==> config.mk <==
export PLATFORM = sky130hd
export DESIGN_NAME = fg_output_sequencer_flat
export DESIGN_NICKNAME = d
export VERILOG_FILES = /design/src/rtl/fg_output_sequencer_if.sv /design/src/rtl/fg_output_sequencer.sv /design/src/flat_wrapper.sv
export SDC_FILE = /design/constraint.sdc
export NUM_CORES = 1
export LEC_CHECK = 0
export BUFFER_PORTS_ARGS = -buffer_cell sky130_fd_sc_hd__buf_2
export CAP_MARGIN = 30
export CORE_MARGIN = 2
export CORE_UTILIZATION = 28
export DETAILED_ROUTE_END_ITERATION = 10
export GPL_ROUTABILITY_DRIVEN = 0
export HOLD_SLACK_MARGIN = 0.08
export MAX_ROUTING_LAYER = met4
export PLACE_DENSITY_LB_ADDON = 0.12
export SYNTH_ARGS = -nofsm -noshare
export SYNTH_HDL_FRONTEND = slang
export SYNTH_SLANG_ARGS = --single-unit
==> constraint.sdc <==
create_clock -name clk_i -period 3.01 [get_ports clk_i]
set_clock_uncertainty 0.15 [all_clocks]
set_input_delay 0.903 -clock clk_i [delete_from_list [all_inputs] [get_ports clk_i]]
set_output_delay 0.903 -clock clk_i [all_outputs]
set_load 0.01 [all_outputs]
==> src/rtl/fg_output_sequencer_if.sv <==
// Configuration handshake and limiter-control bundle for fg_output_sequencer.
// master = configuration side, slave = sequencer.
interface fg_output_sequencer_if #(
    parameter int BITWIDTH   = 16,
    parameter int DATA_COUNT = 3
);
    localparam int SEL_W = $clog2(DATA_COUNT);

    logic                       sample_tick_i;
    logic                       cfg_valid_i;
    logic                       cfg_ready_o;
    logic                       cfg_enable_i;
    logic [SEL_W-1:0]           cfg_select_i;
    logic signed [BITWIDTH-1:0] cfg_offset_i;
    logic                       outputEnable_o;
    logic [SEL_W-1:0]           select_o;
    logic signed [BITWIDTH-1:0] offset_o;
    logic                       busy_o;

    modport master (
        output sample_tick_i, cfg_valid_i, cfg_enable_i, cfg_select_i, cfg_offset_i,
        input  cfg_ready_o, outputEnable_o, select_o, offset_o, busy_o
    );

    modport slave (
        input  sample_tick_i, cfg_valid_i, cfg_enable_i, cfg_select_i, cfg_offset_i,
        output cfg_ready_o, outputEnable_o, select_o, offset_o, busy_o
    );
endinterface

==> src/rtl/fg_output_sequencer.sv <==
// Glitch-safe sequencer for the output limiter: mutes on source change, slews offset.
// Define FG_SEQ_OFFSET_RAMP_EN to enable offset slewing (RAMP state); otherwise offsets load directly.
module fg_output_sequencer #(
    parameter int BITWIDTH    = 16,
    parameter int DATA_COUNT  = 3,
    parameter int MUTE_CYCLES = 4,
    parameter int RAMP_STEP   = 64
) (
    input  logic                  clk_i,
    input  logic                  rst_i,
    fg_output_sequencer_if.slave  bus
);
    localparam int SEL_W = $clog2(DATA_COUNT);
    localparam int CNT_W = $clog2(MUTE_CYCLES + 1);

    localparam logic [1:0] OFF  = 2'd0;
    localparam logic [1:0] RUN  = 2'd1;
    localparam logic [1:0] MUTE = 2'd2;
`ifdef FG_SEQ_OFFSET_RAMP_EN
    localparam logic [1:0] RAMP = 2'd3;
`endif

    if (DATA_COUNT < 2 || MUTE_CYCLES < 1 || RAMP_STEP < 1 ||
        RAMP_STEP >= (2 ** (BITWIDTH - 1))) begin : g_param_check
        $error("fg_output_sequencer: illegal parameter combination");
    end

    logic [1:0]                 state;
    logic                       out_enable;
    logic [SEL_W-1:0]           sel_q;
    logic signed [BITWIDTH-1:0] off_q;
    logic [SEL_W-1:0]           tgt_sel;
    logic signed [BITWIDTH-1:0] tgt_off;
    logic [CNT_W-1:0]           mute_cnt;
    logic                       ready;

    assign ready              = (state == OFF) || (state == RUN);
    assign bus.cfg_ready_o    = ready;
    assign bus.busy_o         = !ready;
    assign bus.outputEnable_o = out_enable;
    assign bus.select_o       = sel_q;
    assign bus.offset_o       = off_q;

`ifdef FG_SEQ_OFFSET_RAMP_EN
    // One extra bit so target - current never wraps at full-scale extremes.
    localparam logic signed [BITWIDTH:0] STEP_X = (BITWIDTH + 1)'(RAMP_STEP);

    logic signed [BITWIDTH:0] off_x;
    logic signed [BITWIDTH:0] diff;
    logic signed [BITWIDTH:0] step_up;
    logic signed [BITWIDTH:0] step_dn;

    always_comb begin
        off_x   = {off_q[BITWIDTH-1], off_q};
        diff    = {tgt_off[BITWIDTH-1], tgt_off} - off_x;
        step_up = off_x + STEP_X;
        step_dn = off_x - STEP_X;
    end
`endif

    always_ff @(posedge clk_i or posedge rst_i) begin
        if (rst_i) begin
            state      <= OFF;
            out_enable <= 1'b0;
            sel_q      <= '0;
            off_q      <= '0;
            tgt_sel    <= '0;
            tgt_off    <= '0;
            mute_cnt   <= '0;
        end else begin
            case (state)
                OFF, RUN: begin
                    if (bus.cfg_valid_i) begin
                        tgt_sel <= bus.cfg_select_i;
                        tgt_off <= bus.cfg_offset_i;
                        if (!bus.cfg_enable_i) begin
                            state      <= OFF;
                            out_enable <= 1'b0;
                            sel_q      <= bus.cfg_select_i;
                            off_q      <= bus.cfg_offset_i;
                        end else if (state == OFF) begin
                            state      <= RUN;
                            out_enable <= 1'b1;
                            sel_q      <= bus.cfg_select_i;
                            off_q      <= bus.cfg_offset_i;
                        end else if (bus.cfg_select_i != sel_q) begin
                            state      <= MUTE;
                            out_enable <= 1'b0;
                            mute_cnt   <= CNT_W'(MUTE_CYCLES);
                        end else if (bus.cfg_offset_i != off_q) begin
`ifdef FG_SEQ_OFFSET_RAMP_EN
                            state <= RAMP;
`else
                            off_q <= bus.cfg_offset_i;
`endif
                        end
                    end
                end
                MUTE: begin
                    if (bus.sample_tick_i) begin
                        if (mute_cnt == CNT_W'(1)) begin
                            mute_cnt   <= '0;
                            sel_q      <= tgt_sel;
                            out_enable <= 1'b1;
`ifdef FG_SEQ_OFFSET_RAMP_EN
                            state <= (off_q != tgt_off) ? RAMP : RUN;
`else
                            off_q <= tgt_off;
                            state <= RUN;
`endif
                        end else begin
                            mute_cnt <= mute_cnt - CNT_W'(1);
                        end
                    end
                end
`ifdef FG_SEQ_OFFSET_RAMP_EN
                RAMP: begin
                    if (bus.sample_tick_i) begin
                        if (diff > STEP_X) begin
                            off_q <= step_up[BITWIDTH-1:0];
                        end else if (diff < -STEP_X) begin
                            off_q <= step_dn[BITWIDTH-1:0];
                        end else begin
                            off_q <= tgt_off;
                            state <= RUN;
                        end
                    end
                end
`endif
                default: state <= OFF;
            endcase
        end
    end
endmodule

==> src/flat_wrapper.sv <==
// flat-port wrapper written by rule: the top's interface ports become plain ports
module fg_output_sequencer_flat 
#(
    parameter int BITWIDTH    = 16,
    parameter int DATA_COUNT  = 3,
    parameter int MUTE_CYCLES = 4,
    parameter int RAMP_STEP   = 64
)
  (clk_i, rst_i, bus_sample_tick_i, bus_cfg_valid_i, bus_cfg_enable_i, bus_cfg_select_i, bus_cfg_offset_i, bus_cfg_ready_o, bus_outputEnable_o, bus_select_o, bus_offset_o, bus_busy_o);
  fg_output_sequencer_if #(.BITWIDTH(BITWIDTH), .DATA_COUNT(DATA_COUNT)) bus_i ();
  input  logic clk_i;
  input  logic rst_i;
  input wire logic [$bits(bus_i.sample_tick_i)-1:0] bus_sample_tick_i;
  input wire logic [$bits(bus_i.cfg_valid_i)-1:0] bus_cfg_valid_i;
  input wire logic [$bits(bus_i.cfg_enable_i)-1:0] bus_cfg_enable_i;
  input wire logic [$bits(bus_i.cfg_select_i)-1:0] bus_cfg_select_i;
  input wire logic [$bits(bus_i.cfg_offset_i)-1:0] bus_cfg_offset_i;
  output wire logic [$bits(bus_i.cfg_ready_o)-1:0] bus_cfg_ready_o;
  output wire logic [$bits(bus_i.outputEnable_o)-1:0] bus_outputEnable_o;
  output wire logic [$bits(bus_i.select_o)-1:0] bus_select_o;
  output wire logic [$bits(bus_i.offset_o)-1:0] bus_offset_o;
  output wire logic [$bits(bus_i.busy_o)-1:0] bus_busy_o;
  assign bus_i.sample_tick_i = bus_sample_tick_i;
  assign bus_i.cfg_valid_i = bus_cfg_valid_i;
  assign bus_i.cfg_enable_i = bus_cfg_enable_i;
  assign bus_i.cfg_select_i = bus_cfg_select_i;
  assign bus_i.cfg_offset_i = bus_cfg_offset_i;
  assign bus_cfg_ready_o = bus_i.cfg_ready_o;
  assign bus_outputEnable_o = bus_i.outputEnable_o;
  assign bus_select_o = bus_i.select_o;
  assign bus_offset_o = bus_i.offset_o;
  assign bus_busy_o = bus_i.busy_o;
  fg_output_sequencer #(.BITWIDTH(BITWIDTH), .DATA_COUNT(DATA_COUNT), .MUTE_CYCLES(MUTE_CYCLES), .RAMP_STEP(RAMP_STEP)) u_core (.clk_i(clk_i), .rst_i(rst_i), .bus(bus_i));
endmodule
==> results of run 1 <==
## logic make-up after synthesis
logic type	share of synthesized area [%]
fa+ha+maj	1.15
xor+xnor	7.27
buf+inv	2.89
simple gates	15.5
compound gates	4.21
mux	20.4
flops	48.5
## worst max-delay path: stages
cell      delay, ns
buf_2          0.11
xnor2_1        0.21
a21oi_1        0.19
a211oi_4       0.60
buf_8          0.23
mux2_2         0.33
## sequential cells by signal, indices dropped and copies added (netlist names)
name                       cells
u_core.bus.offset_o           16
u_core.tgt_off                16
u_core.mute_cnt                3
u_core.bus.select_o            2
u_core.state                   2
u_core.tgt_sel                 2
u_core.bus.outputEnable_o      1
## routing by layer
metal	global-route usage (%)	routed length (µm)	vias to the layer above
li1	-	-	771
met1	17.7	2520	736
met2	18.4	2090	34
met3	2.88	218	6
met4	4.10	67	0
met5	-	0	-
## worst max path at each step
stage                              from                                  end
global route        bus_cfg_select_i[1]  u_core.bus.offset_o[14]$_DFFE_PP0P_
detailed placement  bus_cfg_select_i[1]  u_core.bus.offset_o[14]$_DFFE_PP0P_
CTS                 bus_cfg_select_i[0]  u_core.bus.offset_o[11]$_DFFE_PP0P_
finish              bus_cfg_select_i[0]  u_core.bus.offset_o[11]$_DFFE_PP0P_
global placement    bus_cfg_select_i[0]  u_core.bus.offset_o[11]$_DFFE_PP0P_
floorplan               bus_cfg_valid_i   u_core.bus.offset_o[0]$_DFFE_PP0P_
## power by group
group / switching, mW / internal, mW / total (mW)
clock network: 0.196 / 0.185 / 0.381
logic: 0.448 / 0.514 / 0.962
registers: 0.183 / 0.801 / 0.985
total: 0.827 / 1.50 / 2.33
## area by class of cell
type                            instances  area share [%]
Clock buffer                            7            3.29
Tap cell                              102            4.86
Sequential cell                        42            40.1
Clock inverter                          1           0.191
Timing Repair Buffer                   50            10.5
Inverter                                6           0.858
Multi-Input combinational cell        147            40.2
## layout by cell type (no fill, tap or decap), types with 2 or more instances in the layout
master and instances:
mux2_1 2, xnor2_1 17, o21ai_0 5, dfrtp_1 42, nand2_1 62, buf_4 6
mux2_2 24, nand3_1 3, nor2_1 3, ha_1 2, inv_1 6, buf_2 43
mux2_4 10, a21oi_1 2, nand4_1 3, clkbuf_8 6
## stage by stage
| step | hold slack, ns | instances | total power [mW] | setup slack (ns) | util (%) |
|---|---|---|---|---|---|
| floorplan | 0.300 | 203 | 1.64 | 0.609 | - |
| global placement | 0.321 | 346 | 1.96 | -0.0860 | 33.1 |
| detailed placement | 0.331 | 347 | 1.98 | 0.130 | 33.3 |
| CTS | 0.352 | 355 | 2.38 | 0.437 | 34.5 |
| global route | 0.382 | 355 | 2.52 | 0.338 | 34.5 |
| finish | 0.344 | 355 | 2.33 | 0.457 | 34.5 |
==> results.md, run 1 <==
- Outcome: finished clean
- Async set-reset flop share out of synthesis: 100%
- Final HPWL DP: 3400 µm
- Cell count after synthesis: approximately 200
- Cell area after synthesis: 2170 µm²
- Max Slew Vio Count: 0
- Die Y: 92.0 µm
- Max_slew headroom: 57.4%
- Antenna-violating nets left: 0
- Worst-path clk slew: 0.08 ns
- Clock root buffer master: clkbuf_8
- Register area share after synthesis: between 40% and 50%
- Top cell type's share of synthesized area: ~48%
- Initial antenna violation count: 0
- Peak supply drop: 0.382 mV
- Worst-Margin Slew: 0.637 ns
- First-pass GRT wire length: 8090 µm
- Post-DP Area: 2530 µm²
- Synth warnings: 0
- Fill cell count: 802
- Die area: 8460 µm²
- RSZ-0062 raised after global routing: no
- Total setup buffers inserted after CTS: 0
- Largest net degree at the start of global routing: 43
- Critical R2R Launch: u_core.mute_cnt[1]$_DFFE_PP0P_
- Synth Register Bits: between 40 and 50
- Worst min path class: reg2reg
- Row Count: 32
- Die Wd: 92.0 µm
- Worst-Skew Late Latency: 0.30 ns
- CTS H-tree depth: 2
- PortBufs: 43
- PostCTS Resize Cnt: 0
- Cts bufs inserted: 5
- Hold_buf cts: 0
- Max Cap Violations: 0
- Largest cells by area after synthesis: dfrtp_1 (48%), mux2_2 (12%), nand2_1 (11%)
- Avg Inst Size Synth: about 11 µm²
- Number of remaining DRC errors: 0
- Final setup viols: 0
- Clk sink count: 42
- Top-count cell post-synth: nand2_1
- Syn Nets: 228
- R2R depth: 7
- Core area: 7610 µm²
- Static leakage: 1.25 nW
- Hold Path End: u_core.mute_cnt[1]$_DFFE_PP0P_
- Via-to-Cell Ratio: 4.36
- Total GRT Usage: around 13%
- Overflow after GRT: 0
- Fin nets: 277
- Cell taking the most area after synthesis: dfrtp_1
- Synthesis-to-layout area growth: 21.1%
- Number of global-route vias before repair: 1,565
- Arr. time, crit path: 2.58 ns
- Fin. Hold Viols: 0
- Multi-input logic area: around 1100 µm²
- Critical path capture point type: flip-flop
- Setup CP Type: in2reg
- Final worst-path cycle share: 84.8%
- Distinct cell type count after synthesis: 29
- Final wirelength: 4890 µm
- Design area: 2620 µm²
- Starting Density: 28.5%
- EDFF count, synth: 0
- Worst Hold Path Cells: 2
- Clk buf depth: 2
- CP required: 3.04 ns
- Hold Startpoint: u_core.mute_cnt[1]$_DFFE_PP0P_
- WL per Instance: 13.8 µm
- Maximum operating frequency: 392 MHz
- Via count: 1,547
- PD cells: about 900 nW/µm²
- # diodes: 0
- Top_reg_cell synth: dfrtp_1
- Share of cells above drive strength 1: roughly 38%
- Critical Path Start Type: input pin
- R2R setup slack: 0.52 ns
- Total iterations of the first detailed-routing run: 4
- Storage cell area: 1050 µm²
- I/O pin count: 44
- CTS tree: built
- Fin crit period: 2.55 ns
- R2R Path End: u_core.bus.offset_o[11]$_DFFE_PP0P_
- Final setup TNS: 0 ns
- Initial DRC Count: 67
- Synth cell count leaders: nand2_1 (62), dfrtp_1 (42), mux2_2 (24)
- Max Fanout on Critical Path: 9
(Power assumes the default switching activity.)
==> inputs of run 2 (changes only) <==
--- a/config.mk
+++ b/config.mk
@@ -5,6 +5,7 @@
 export SDC_FILE = /design/constraint.sdc
 export NUM_CORES = 1
 export LEC_CHECK = 0
+export ABC_AREA = 1
 export BUFFER_PORTS_ARGS = -buffer_cell sky130_fd_sc_hd__buf_2
 export CAP_MARGIN = 30
 export CORE_MARGIN = 2
==> constraint.sdc (replaced) <==
create_clock -name clk_i -period 2.15 [get_ports clk_i]
set_clock_uncertainty 0.15 [all_clocks]
set_input_delay 0.645 -clock clk_i [delete_from_list [all_inputs] [get_ports clk_i]]
set_output_delay 0.645 -clock clk_i [all_outputs]
set_load 0.01 [all_outputs]
==> run 2 against run 1 <==
Clock-buffer cell count is 2 lower; critical path depth is 3 higher; worst setup slack worse by 0.16 ns; critical path type is now reg2reg.
==> results.md, run 2 <==
- Outcome: finished clean
- Largest cells by area after synthesis: dfrtp_1 (47%), nand2_1 (20%), o21ai_0 (8.4%)
- WL per Instance: 11.7 µm
- Final wirelength: 5340 µm
- First-pass GRT wire length: 8990 µm
- Synth Area in XOR/XNOR: 2.33%
- Distinct cell type count after synthesis: 24
- Synth warnings: 0
- Post-Synth Adder-Cell Area: approximately 1.1%
- Cell count after synthesis: 307
- Power Total: 3.83 mW
- Antenna-violating nets left: 0
- Die Y: 93.7 µm
- Core area: slightly below 8000 µm²
- Total setup buffers inserted after CTS: 0
- Avg Inst Size Synth: between 7 and 8 µm²
- Row Count: 32
- Register area share after synthesis: 46.6%
- Final worst-path cycle share: 86.2%
- Max Cap Violations: 0
- # diodes: 0
- Final HPWL DP: 3860 µm
- Cell taking the most area after synthesis: dfrtp_1
- Compound-Gate Fraction of Synth Area: 10.6%
- Simple-gate area share of the yosys netlist: 30.9%
- Dpl ws: 0.0480 ns
- Die area: 8790 µm²
- Worst-Skew Late Latency: 0.29 ns
- Synth cell count leaders: nand2_1 (123), dfrtp_1 (42), o21ai_0 (38)
- Die Wd: 93.7 µm
- Clk sink count: 42
- Max Slew Vio Count: 0
- Final setup TNS: 0 ns
- Most common cell after layout, fill and taps aside: nand2_1
- I/O pin count: 44
- Cell area after synthesis: approximately 2300 µm²
- Hold_buf cts: 0
- Total iterations of the first detailed-routing run: 4
- Setup CP Type: reg2reg
- RSZ-0062 raised after global routing: no
- PD cells: 1410 nW/µm²
- Worst-path clk slew: 0.08 ns
- Critical path capture point type: flip-flop
- Via count: 1,988
- PortBufs: 43
- Worst-Margin Slew: 0.405 ns
- Largest net degree at the start of global routing: 43
- Syn Nets: 332
- Total GRT Usage: 13.6%
- Fin crit period: ~1.9 ns
- Commonest cells after routing, fill and taps aside: nand2_1 (123), buf_2 (43), dfrtp_1 (42)
- Finished Core Util: 34.9%
- Fin nets: 381
- Maximum operating frequency: ~540 MHz
- Initial DRC Count: a little over 90
- Fin. Hold Viols: 0
- Top cell type's share of synthesized area: roughly 47%
- Starting Density: 29.0%
- Worst min path class: in2async
- Arr. time, crit path: 1.89 ns
- Clk buf depth: 2
- Async set-reset flop share out of synthesis: 100%
- CTS H-tree depth: 2
- Static leakage: 1.46 nW
- Cts bufs inserted: 5
- Synthesis-to-layout area growth: 20.1%
- Post-synthesis mux area share: 0%
- Critical Path Start Type: flip-flop
- Overflow after GRT: 0
- CTS tree: built
- Max_slew headroom: 72.7%
- Initial antenna violation count: 0
- EDFF count, synth: 0
- Top_reg_cell synth: dfrtp_1
- Synth Register Bits: between 40 and 50
- Largest family of logic cells by synthesized area: simple AND/OR/NAND/NOR gates
- Via-to-Cell Ratio: 4.34
- Number of remaining DRC errors: 0
- Share of cells above drive strength 1: 19.4%
- PostCTS Resize Cnt: 0
- Final setup viols: 0
- Fill cell count: between 800 and 900
- CP required: roughly 2.2 ns
- Top-count cell post-synth: nand2_1
- Peak supply drop: 0.450 mV
- Clock root buffer master: clkbuf_8
- Number of global-route vias before repair: between 1,500 and 2,000
- Setup WS post-layout: 0.297 ns
- Max Fanout on Critical Path: 8
## run 2: cell count changes in the layout (fill, tap and decap cells not counted), moves of 4 or more
cell / before / now
inv_1: 6 / 37
mux2_2: 24 / 0
mux2_4: 10 / 0
nand2_1: 62 / 123
nand3_1: 3 / 17
nand3_2: 0 / 4
nor2_1: 3 / 14
o21ai_0: 5 / 38
xnor2_1: 17 / 5
## run 2: final cells by class
cell class | instances | area, µm² | share of cell area, %
inverters | 38 | 143 | 5.27
repair buffers | 52 | 295 | 10.9
clock inverters | 2 | 10.0 | 0.370
clock buffers | 5 | 68.8 | 2.54
flip-flops and latches | 42 | 1050 | 38.8
well taps | 102 | 128 | 4.71
multi-input cells | 217 | 1010 | 37.4
## run 2: final timing paths
| kind | from | cells past startpoint | slack (ns) | end |
|---|---|---|---|---|
| worst max-delay path | u_core.state[1]$_DFFE_PP0P_ | 9 | 0.30 | u_core.bus.offset_o[8]$_DFFE_PP0P_ |
| worst min-delay path | rst_i | 3 | 0.24 | u_core.tgt_sel[1]$_DFFE_PP0P_ |
| worst max register to register | u_core.state[1]$_DFFE_PP0P_ | 9 | 0.30 | u_core.bus.offset_o[8]$_DFFE_PP0P_ |
| worst min register to register | u_core.mute_cnt[2]$_DFFE_PP0P_ | 2 | 0.33 | u_core.mute_cnt[2]$_DFFE_PP0P_ |
| max in group asynchronous | rst_i | 3 | 1.38 | u_core.tgt_off[14]$_DFFE_PP0P_ |
| min in group clk_i | u_core.mute_cnt[2]$_DFFE_PP0P_ | 2 | 0.33 | u_core.mute_cnt[2]$_DFFE_PP0P_ |
## run 2: cell families after synthesis
family / Yosys count
buf+inv: 48
xor+xnor: 6
flops: 42
fa+ha+maj: 2
compound gates: 45
simple gates: 164
## run 2: where the power goes
| group | internal [mW] | switching [mW] | leakage (nW) |
|---|---|---|---|
| Sequential | 1.19 | 0.282 | 0.518 |
| Combinational | 0.727 | 1.14 | 0.899 |
| Clock | 0.218 | 0.269 | 0.0438 |
| Total | 2.13 | 1.69 | 1.46 |
## run 2: routing by layer
metal  wire, µm  GRT usage [%]  vias to the layer above
met5          0              -                        -
met4         41           3.26                        0
met3        189           2.41                        2
met2       2340           21.1                       39
met1       2760           18.6                      895
li1           -              -                     1052
## run 2: critical path, cell delays in order (launching register included)
cell and delay, ns:
dfrtp_1 0.43, inv_2 0.12, nand3_2 0.11, nor2_1 0.13
nand2_1 0.11, nor2_2 0.14, nand3_2 0.20, buf_4 0.24
nand3_1 0.06, nand2_1 0.05
## run 2: metrics by stage
stage	hold slack, ns	cells	area [µm²]
6_report	0.237	458	2710
5_1_grt	0.291	458	2710
4_1_cts	0.256	458	2710
3_5_place_dp	0.317	451	2630
3_3_place_gp	0.317	451	2630
2_1_floorplan	0.291	307	2250
==> inputs of run 3 (changes only) <==
--- a/config.mk
+++ b/config.mk
@@ -5,7 +5,7 @@
 export SDC_FILE = /design/constraint.sdc
 export NUM_CORES = 1
 export LEC_CHECK = 0
-export ABC_AREA = 1
+export ABC_AREA = 0
 export BUFFER_PORTS_ARGS = -buffer_cell sky130_fd_sc_hd__buf_2
 export CAP_MARGIN = 30
 export CORE_MARGIN = 2
==> run 3 against run 2 <==
Hold slack improved by 0.015 ns; sequential power is 5% lower; via count decreased by 19%; clock-buffer cell count grew 2; highest routed layer unchanged; global-route usage is 0.86 points lower; register-to-register slack worse by 0.18 ns.
==> results.md, run 3 (synthesized netlist as in run 1, its figures left out) <==
- Outcome: finished clean
- Die area: approximately 8500 µm²
- Peak supply drop: 0.519 mV
- Row Count: 32
- R2R setup slack: 0.12 ns
- Critical path capture point type: flip-flop
- Total iterations of the first detailed-routing run: 4
- Starting Density: 28.5%
- Final wirelength: about 4900 µm
- Fin. Hold Viols: 0
- CTS H-tree depth: 2
- Dpl cells: 366
- Fin cells: around 370
- PD cells: 1200 nW/µm²
- Clk sink count: 42
- Power Total: 3.38 mW
- Setup CP Type: in2reg
- Critical Path Start Type: input pin
- Largest net degree at the start of global routing: 43
- Worst-Margin Slew: 0.472 ns
- Finished Core Util: 37.0%
- # diodes: 0
- Overflow after GRT: 0
- Synthesis-to-layout area growth: 29.8%
- PortBufs: 43
- Slowest CP cell: nor4_4
- Final setup viols: 0
- Total setup buffers inserted after CTS: 0
- Critical R2R Launch: u_core.bus.offset_o[1]$_DFFE_PP0P_
- Arr. time, crit path: roughly 2.1 ns
- Setup WS post-layout: 0.0701 ns
- Share of cells above drive strength 1: 43.0%
- Final HPWL DP: approximately 3500 µm
- R2R Path End: u_core.bus.offset_o[2]$_DFFE_PP0P_
- CP required: 2.18 ns
- Storage cell area: between 1000 and 1500 µm²
- Dpl ws: -0.312 ns
- Die Y: 92.0 µm
- CTS tree: built
- WL per Instance: 13.2 µm
- Total GRT Usage: roughly 13%
- Slowest Stage Delay on Critical Path: 0.38 ns
- Worst min path class: in2async
- Critical path's top delay family: simple AND/OR/NAND/NOR gates
- Multi-input logic area: 1080 µm²
- Cts bufs inserted: 5
- Initial DRC Count: 69
- Max Fanout on Critical Path: 3
- Worst-Skew Late Latency: 0.30 ns
- Fin nets: 296
- I/O pin count: 44
- Final setup TNS: 0 ns
- Fill cell count: 786
- Static leakage: 1.36 nW
- Max Slew Vio Count: 0
- Commonest cells after routing, fill and taps aside: nand2_1 (62), buf_2 (43), dfrtp_1 (42)
- Number of global-route vias before repair: 1,583
- RSZ-0062 raised after global routing: yes
- R2R depth: 6
- Fin crit period: 2.08 ns
- Hold_buf cts: 0
- First-pass GRT wire length: 8100 µm
- Buf+Inv Stages, Crit Path: 2
- Final worst-path cycle share: 96.7%
- Crit-path cells: buf_2 -> xnor2_2 -> nand4_1 -> nor4_4 -> a211oi_4 -> buf_4 -> mux2_4
- Initial antenna violation count: 0
- Die Wd: 92.0 µm
- Max Cap Violations: 0
- Via-to-Cell Ratio: 4.30
- Maximum operating frequency: 481 MHz
- Core area: 7610 µm²
- Number of remaining DRC errors: 0
- Clk buf depth: 2
- Clock root buffer master: clkbuf_8
- Max_slew headroom: a little under 70%
- Via count: 1,607
- Most common cell after layout, fill and taps aside: nand2_1
- Worst-path clk slew: 0.09 ns
- Antenna-violating nets left: 0
run 3: what timing repair did:
item	CTS	global route
gates resized for setup	0	6
setup endpoints to repair	0	14
endpoints found under the hold margin	0	0
run 3: area by class of cell:
type                            count  area share (%)
Clock inverter                      1           0.178
Timing Repair Buffer               69            15.6
Multi-Input combinational cell    147            38.5
Sequential cell                    42            37.3
Inverter                            6           0.800
Clock buffer                        7            3.07
Tap cell                          102            4.54
run 3: power breakdown:
part	leakage [nW]	switching (mW)	total [mW]	internal (mW)
logic	0.819	0.661	1.45	0.793
clock network	0.0482	0.276	0.536	0.260
registers	0.497	0.267	1.39	1.12
total	1.36	1.20	3.38	2.17
run 3: worst min-delay path, stage by stage:
cell and delay, ns:
buf_2 0.09, inv_1 0.09, buf_12 0.25
run 3: metrics by stage:
| stage | instance area, µm² | hold WS [ns] |
|---|---|---|
| 6_report | 2810 | 0.252 |
| 2_1_floorplan | 2170 | 0.300 |
| 5_1_grt | 2810 | 0.271 |
| 4_1_cts | 2780 | 0.263 |
| 3_3_place_gp | 2690 | 0.321 |
| 3_5_place_dp | 2690 | 0.330 |
run 3: metal layers:
metal | GRT usage [%] | up-vias | part of all wire (%)
met5 | - | - | 0
met3 | 2.71 | 4 | 4.0
met2 | 17.6 | 32 | 42
li1 | - | 806 | -
met4 | 4.48 | 0 | 1.2
met1 | 18.3 | 765 | 53
run 3: worst max-delay path by stage:
stage / startpoint / endpoint / slack, ns / cells past startpoint
floorplan: bus_cfg_valid_i / u_core.bus.offset_o[0]$_DFFE_PP0P_ / 0.007 / 6
global placement: bus_cfg_offset_i[13] / u_core.bus.offset_o[15]$_DFFE_PP0P_ / -0.32 / 7
detailed placement: bus_cfg_offset_i[13] / u_core.bus.offset_o[15]$_DFFE_PP0P_ / -0.31 / 7
CTS: bus_cfg_offset_i[13] / u_core.bus.offset_o[15]$_DFFE_PP0P_ / 0.02 / 7
global route: u_core.bus.offset_o[1]$_DFFE_PP0P_ / u_core.bus.offset_o[2]$_DFFE_PP0P_ / -0.007 / 6
finish: bus_cfg_offset_i[13] / u_core.bus.offset_o[2]$_DFFE_PP0P_ / 0.07 / 7
